--- config.mk ---
export PLATFORM = sky130hd
export DESIGN_NAME = clause_evaluator
export DESIGN_NICKNAME = d
export VERILOG_FILES = /design/src/rtl/clause_evaluator.sv
export SDC_FILE = /design/constraint.sdc
export NUM_CORES = 1
export LEC_CHECK = 0
export CORE_ASPECT_RATIO = 1.75
export CORE_MARGIN = 1
export CORE_UTILIZATION = 25
export DETAILED_ROUTE_END_ITERATION = 10
export MAX_ROUTING_LAYER = met4
export PLACE_DENSITY = 0.57
export SETUP_SLACK_MARGIN = 0.1
export SYNTH_ARGS = -nofsm -noshare
export SYNTH_HDL_FRONTEND = slang
export SYNTH_SLANG_ARGS = --single-unit
--- constraint.sdc ---
create_clock -name clk -period 2.64 [get_ports clk]
set_clock_uncertainty 0.15 [all_clocks]
set_input_delay 0.264 -clock clk [delete_from_list [all_inputs] [get_ports clk]]
set_output_delay 0.264 -clock clk [all_outputs]
set_load 0.02 [all_outputs]
--- src/rtl/clause_evaluator.sv ---
// Scans a block of 3-literal clauses read from an external memory, classifying each as
// SAT / CONFLICT / UNIT / UNRESOLVED and summarising the whole block in registered outputs.
module clause_evaluator #(
    parameter int NUM_CLAUSES  = 16,
    parameter int VAR_ID_WIDTH = 8,
    parameter int VALUE_WIDTH  = 2,
    parameter int CLAUSE_WIDTH = 3 * (VAR_ID_WIDTH + VALUE_WIDTH + 1)
) (
    input  logic                            clk,
    input  logic                            rst,
    input  logic                            start,
    input  logic [$clog2(NUM_CLAUSES):0]    num_clauses,
    output logic [$clog2(NUM_CLAUSES)-1:0]  read_addr,
    input  logic [CLAUSE_WIDTH-1:0]         read_data,
    output logic                            busy,
    output logic                            done,
    output logic [1:0]                      result,
    output logic [$clog2(NUM_CLAUSES):0]    sat_count,
    output logic [$clog2(NUM_CLAUSES)-1:0]  conflict_idx,
    output logic [$clog2(NUM_CLAUSES)-1:0]  unit_idx,
    output logic [VAR_ID_WIDTH-1:0]         unit_var,
    output logic [VALUE_WIDTH-1:0]          unit_val
);

    localparam int AW = $clog2(NUM_CLAUSES);
    localparam int CW = AW + 1;
    localparam int TW = VAR_ID_WIDTH + VALUE_WIDTH + 1;

    typedef enum logic [1:0] {
        S_IDLE  = 2'd0,
        S_FETCH = 2'd1,
        S_EVAL  = 2'd2,
        S_DONE  = 2'd3
    } state_t;

    // Literal value: {unknown, true}; an assigned literal that is not true is false.
    function automatic logic [1:0] lit_eval(input logic [VALUE_WIDTH-1:0] val, input logic neg);
        logic [1:0] r;
        if (val == VALUE_WIDTH'(0)) begin
            r = {1'b0, neg};
        end else if (val == VALUE_WIDTH'(1)) begin
            r = {1'b0, ~neg};
        end else begin
            r = 2'b10;
        end
        return r;
    endfunction

    state_t state_q, state_d;

    logic [TW-1:0]           term_s [3];
    logic [1:0]              lit_s  [3];
    logic [2:0]              true_s, unk_s, false_s;
    logic                    clause_sat_s, clause_conf_s, clause_unit_s;
    logic [VAR_ID_WIDTH-1:0] unit_var_s;
    logic                    unit_neg_s;
    logic [CW-1:0]           num_eff_s;

    logic [AW-1:0]           read_addr_q, read_addr_d;
    logic [CW-1:0]           num_q, num_d;
    logic [CW-1:0]           eval_idx_q, eval_idx_d;
    logic                    conf_seen_q, conf_seen_d;
    logic                    unit_seen_q, unit_seen_d;
    logic                    unres_seen_q, unres_seen_d;
    logic [CW-1:0]           sat_count_q, sat_count_d;
    logic [AW-1:0]           conflict_idx_q, conflict_idx_d;
    logic [AW-1:0]           unit_idx_q, unit_idx_d;
    logic [VAR_ID_WIDTH-1:0] unit_var_q, unit_var_d;
    logic [VALUE_WIDTH-1:0]  unit_val_q, unit_val_d;
    logic [1:0]              result_q, result_d;
    logic                    busy_q, busy_d;
    logic                    done_q, done_d;

    // Split the clause word into its three terms (term0 in the MSBs) and evaluate each literal.
    always_comb begin
        for (int t = 0; t < 3; t++) begin
            term_s[t] = read_data[CLAUSE_WIDTH-1-t*TW -: TW];
            lit_s[t]  = lit_eval(term_s[t][VALUE_WIDTH:1], term_s[t][0]);
        end
    end

    assign true_s  = {lit_s[2][0], lit_s[1][0], lit_s[0][0]};
    assign unk_s   = {lit_s[2][1], lit_s[1][1], lit_s[0][1]};
    assign false_s = ~(true_s | unk_s);

    assign clause_sat_s  = |true_s;
    assign clause_conf_s = (false_s == 3'b111);
    assign clause_unit_s = ~clause_sat_s &
                           ((unk_s == 3'b001) | (unk_s == 3'b010) | (unk_s == 3'b100));

    // Pick the single unknown term of a unit clause, wherever it sits.
    always_comb begin
        case (unk_s)
            3'b001: begin
                unit_var_s = term_s[0][TW-1 -: VAR_ID_WIDTH];
                unit_neg_s = term_s[0][0];
            end
            3'b010: begin
                unit_var_s = term_s[1][TW-1 -: VAR_ID_WIDTH];
                unit_neg_s = term_s[1][0];
            end
            3'b100: begin
                unit_var_s = term_s[2][TW-1 -: VAR_ID_WIDTH];
                unit_neg_s = term_s[2][0];
            end
            default: begin
                unit_var_s = '0;
                unit_neg_s = 1'b0;
            end
        endcase
    end

    assign num_eff_s = (num_clauses > CW'(NUM_CLAUSES)) ? CW'(NUM_CLAUSES) : num_clauses;

    // FSM state register.
    always_ff @(posedge clk) begin
        if (rst) begin
            state_q <= S_IDLE;
        end else begin
            state_q <= state_d;
        end
    end

    // FSM next-state logic.
    always_comb begin
        state_d = state_q;
        case (state_q)
            S_IDLE: begin
                if (start) begin
                    state_d = (num_eff_s == CW'(0)) ? S_DONE : S_FETCH;
                end else begin
                    state_d = S_IDLE;
                end
            end
            S_FETCH: state_d = S_EVAL;
            S_EVAL: begin
                if (eval_idx_q == (num_q - CW'(1))) begin
                    state_d = S_DONE;
                end else begin
                    state_d = S_EVAL;
                end
            end
            S_DONE:  state_d = S_IDLE;
            default: state_d = S_IDLE;
        endcase
    end

    // FSM outputs, computed from the next state so the registered flags line up with it.
    always_comb begin
        busy_d = (state_d == S_FETCH) || (state_d == S_EVAL);
        done_d = (state_d == S_DONE);
    end

    // Address generation and per-clause accumulation.
    always_comb begin
        read_addr_d    = read_addr_q;
        num_d          = num_q;
        eval_idx_d     = eval_idx_q;
        conf_seen_d    = conf_seen_q;
        unit_seen_d    = unit_seen_q;
        unres_seen_d   = unres_seen_q;
        sat_count_d    = sat_count_q;
        conflict_idx_d = conflict_idx_q;
        unit_idx_d     = unit_idx_q;
        unit_var_d     = unit_var_q;
        unit_val_d     = unit_val_q;
        case (state_q)
            S_IDLE: begin
                if (start) begin
                    read_addr_d    = '0;
                    num_d          = num_eff_s;
                    eval_idx_d     = '0;
                    conf_seen_d    = 1'b0;
                    unit_seen_d    = 1'b0;
                    unres_seen_d   = 1'b0;
                    sat_count_d    = '0;
                    conflict_idx_d = '0;
                    unit_idx_d     = '0;
                    unit_var_d     = '0;
                    unit_val_d     = '0;
                end else begin
                    read_addr_d = read_addr_q;
                end
            end
            S_FETCH: begin
                read_addr_d = read_addr_q + AW'(1);
            end
            S_EVAL: begin
                read_addr_d = read_addr_q + AW'(1);
                eval_idx_d  = eval_idx_q + CW'(1);
                if (clause_sat_s) begin
                    sat_count_d = sat_count_q + CW'(1);
                end else if (clause_conf_s) begin
                    conf_seen_d = 1'b1;
                    conflict_idx_d = conf_seen_q ? conflict_idx_q : eval_idx_q[AW-1:0];
                end else if (clause_unit_s) begin
                    unit_seen_d = 1'b1;
                    if (!unit_seen_q) begin
                        unit_idx_d = eval_idx_q[AW-1:0];
                        unit_var_d = unit_var_s;
                        unit_val_d = {{(VALUE_WIDTH-1){1'b0}}, ~unit_neg_s};
                    end else begin
                        unit_idx_d = unit_idx_q;
                    end
                end else begin
                    unres_seen_d = 1'b1;
                end
            end
            S_DONE: begin
                read_addr_d = read_addr_q;
            end
            default: begin
                read_addr_d = '0;
            end
        endcase
    end

    // Summary code by priority: conflict, then unit, then unresolved, else all satisfied.
    always_comb begin
        if (conf_seen_d) begin
            result_d = 2'b01;
        end else if (unit_seen_d) begin
            result_d = 2'b10;
        end else if (unres_seen_d) begin
            result_d = 2'b11;
        end else begin
            result_d = 2'b00;
        end
    end

    // Datapath and output registers.
    always_ff @(posedge clk) begin
        if (rst) begin
            read_addr_q    <= '0;
            num_q          <= '0;
            eval_idx_q     <= '0;
            conf_seen_q    <= 1'b0;
            unit_seen_q    <= 1'b0;
            unres_seen_q   <= 1'b0;
            sat_count_q    <= '0;
            conflict_idx_q <= '0;
            unit_idx_q     <= '0;
            unit_var_q     <= '0;
            unit_val_q     <= '0;
            result_q       <= 2'b00;
            busy_q         <= 1'b0;
            done_q         <= 1'b0;
        end else begin
            read_addr_q    <= read_addr_d;
            num_q          <= num_d;
            eval_idx_q     <= eval_idx_d;
            conf_seen_q    <= conf_seen_d;
            unit_seen_q    <= unit_seen_d;
            unres_seen_q   <= unres_seen_d;
            sat_count_q    <= sat_count_d;
            conflict_idx_q <= conflict_idx_d;
            unit_idx_q     <= unit_idx_d;
            unit_var_q     <= unit_var_d;
            unit_val_q     <= unit_val_d;
            result_q       <= result_d;
            busy_q         <= busy_d;
            done_q         <= done_d;
        end
    end

    assign read_addr    = read_addr_q;
    assign busy         = busy_q;
    assign done         = done_q;
    assign result       = result_q;
    assign sat_count    = sat_count_q;
    assign conflict_idx = conflict_idx_q;
    assign unit_idx     = unit_idx_q;
    assign unit_var     = unit_var_q;
    assign unit_val     = unit_val_q;

endmodule

==> impl_metrics.env <==
export IMPL_drt_wirelength_per_cell_um=13.42
export IMPL_worstSetupPathType="flip-flop to flip-flop"
export IMPL_synth_edff_count=0
export IMPL_route_detailed_drc=0
export IMPL_dpl_cell_area_um2=3093
export IMPL_die_area_um2=9489
export IMPL_relSlewSlack_pct=61.30
export IMPL_met1_usage_pct=14.20
export IMPL_netlist_top_cells_count="dfxtp_1, nand2_1, nor2_1"
export IMPL_synthFlopType="dfxtp_1"
export IMPL_vias=2096
export IMPL_tightest_slew_ns=0.5793
export IMPL_ant_nets=0
export IMPL_routed_wl_um=6026
export IMPL_yosysTopAreaCellShare_pct=39.65
export IMPL_postCtsSetupBuffers=0
export IMPL_slowest_stage="nor2b_1"
export IMPL_grt_busiest_layer="met2"
export IMPL_fin_setup_tns_ns=0
export IMPL_gp_congestion=0.8077
export IMPL_final_max_slew_viol_count=0
export IMPL_pre_cts_ws_ns=0.2078
export IMPL_first_pass_iters=4
export IMPL_cts_resized=0
export IMPL_cellPowerDensity_nw_per_um2=525.4
export IMPL_io_buffers=70
export IMPL_required_ns=2.72
export IMPL_async_flop_share_pct=0
export IMPL_yosys_area_top_type="dfxtp_1"
export IMPL_grt_first_pass_wirelength_um=9811
export IMPL_syn_to_final_growth_pct=44.66
export IMPL_initial_utilization_pct=26.04
export IMPL_synthCells=260
export IMPL_period_share_pct=81.92
export IMPL_clk_pin_slew_ns=0.06
export IMPL_clock_root_buffer="clkbuf_16"
export IMPL_coreArea_um2=8727
export IMPL_ios=72
export IMPL_fmaxAchievable_mhz=462.4
export IMPL_hold_viol_final=0
export IMPL_cts_sinks=45
export IMPL_ys_seq_area_share_pct=39.65
export IMPL_drt_iter0_markers=100
export IMPL_layout_setup_ws_ns=0.4773
export IMPL_tritoncts="yes"
export IMPL_p_leak_nw=1.237
export IMPL_avgSynthCellArea_um2=8.739
export IMPL_start_kind="flip-flop"
export IMPL_ys_seq_elements=45
export IMPL_clock_latency_ns=0.29
export IMPL_setup_viol=0
export IMPL_max_stage_delay_ns=0.49
export IMPL_yosys_warnings=0
export IMPL_hp_class="flip-flop to flip-flop"
export IMPL_rows=45
export IMPL_finalCriticalPeriod_ns=2.163
export IMPL_dp_final_hpwl_um=4705
export IMPL_crit_fanout=12
export IMPL_antenna_found_initial=0
export IMPL_routed_via_density=4.668
export IMPL_rsz0062_at_grt="no"
export IMPL_maxCapViolations=0
export IMPL_grt_usage_pct=13.76
export IMPL_yosysMostFrequentCell="dfxtp_1"
export IMPL_fin_area_um2=3287
export IMPL_vdd_ir_drop_worst_v=0.0003637
export IMPL_cts_htree_levels=2
export IMPL_grt_max_degree=17
export IMPL_ctsHoldBuffers=0
export IMPL_met3_usage_pct=2.830
export IMPL_die_w_um=74.07
export IMPL_status="complete, no violations"
export IMPL_antennaDiodeCount=0
export IMPL_cp_arrival_ns=2.25
export IMPL_nets=380
export IMPL_synth_area_top_cells="dfxtp_1, a22o_1, nand2_1"
export IMPL_grt_use_met2_pct=24.33
export IMPL_cts_path_max_buffers=2
export IMPL_die_h_um=128.1
export IMPL_cp_cell_sequence="inv_1, ha_1, buf_4, nor2b_1, and2_4, a22o_1"
export IMPL_gr_total_overflow=0
export IMPL_holdWs_ns=0.3193
export IMPL_drive_above_1_share_pct=8.133
export IMPL_numCtsBuffers=5
export IMPL_syn_nets=309
export IMPL_grt_pass1_vias=2135
export IMPL_synth_cell_types=50
export IMPL_worstSetupEndpointType="flip-flop"
export IMPL_syn_area_um2=2272
## through the flow
| stage | util [%] | instances | total power [mW] |
|---|---|---|---|
| after floorplan | - | 260 | 0.8219 |
| after global placement | 35.44 | 441 | 0.9243 |
| after detailed placement | 35.44 | 441 | 0.9253 |
| after CTS | 37.66 | 449 | 1.746 |
| after global routing | 37.66 | 449 | 1.798 |
| final | 37.66 | 449 | 1.727 |
## kinds of logic (layout without fill, tap and decap cells)
logic type               after synthesis  count (layout)  synth area share, %
AND/OR/NAND/NOR                       93              93                20.54
AO/OA/AOI/OAI                         66              66                20.15
flip-flops                            45              45                39.65
buffers and inverters                 25              97                5.947
XOR/XNOR                              13              13                5.011
multiplexers                           9               9                4.130
adder cells (fa/ha/maj)                8               8                4.405
other                                  1               1               0.1650
## area by class of cell
cell class                 count  area, µm²
timing repair buffer          80      775.7
tap                          117      146.4
sequential                    45      900.9
inverter                       9      33.78
fill                         916       5440
clock inverter                 3      68.82
clock buffer                   5      125.1
multi-input combinational    190       1236
## cells in the final DEF, fill, tap and decap left out, drive strengths merged, types with 2 or more instances in the layout
cell,n
clkdlybuf4s50,70
dfxtp,45
nand2,30
nor2,24
a21oi,15
o21ai,14
a22o,13
buf,10
inv,10
a22oi,9
ha,8
xor2,7
xnor2,6
nor2b,6
mux2i,6
nor3b,5
nand2b,5
nand4,5
clkbuf,5
nand3,4
nor3,3
nand4b,3
mux2,3
a31oi,2
a32oi,2
bufinv,2
and2b,2
## routing by layer
layer	part of all wire, %	wire (µm)
met5	0	0
met4	1.9	116
met3	4.5	270
met2	54	3226
met1	40	2412
## state kept, by name (all words and copies together) (netlist names), 2 cells and up
signal and cells:
state_q 2, unit_idx 4, read_addr 4, eval_idx_q 5, result 2, num_q 5
sat_count 5, unit_var 8, conflict_idx 4
## final timing paths
kind | startpoint | endpoint | slack, ns | cells past startpoint
worst min register to register | num_q[4]$_SDFFE_PP0P_ | num_q[4]$_SDFFE_PP0P_ | 0.32 | 2
worst max register to register | state_q[0]$_SDFF_PP0_ | unit_idx[0]$_SDFFE_PP0P_ | 0.48 | 6
worst min-delay path | num_q[4]$_SDFFE_PP0P_ | num_q[4]$_SDFFE_PP0P_ | 0.32 | 2
worst max-delay path | state_q[0]$_SDFF_PP0_ | unit_idx[0]$_SDFFE_PP0P_ | 0.48 | 6
## critical path, delay by kind of cell (launching register included)
family          cells  cell delay, ns
simple gates        2            0.83
flops               1            0.31
fa+ha+maj           1            0.37
compound gates      1            0.15
buf+inv             2            0.30
## where the power goes
| part | leakage, nW | internal (mW) | switching, mW |
|---|---|---|---|
| clock | 0.0944 | 0.546 | 0.272 |
| combinational | 0.779 | 0.111 | 0.105 |
| sequential | 0.363 | 0.687 | 0.00638 |
| total | 1.24 | 1.34 | 0.383 |
Note: power is estimated with default switching activity, not from simulation.
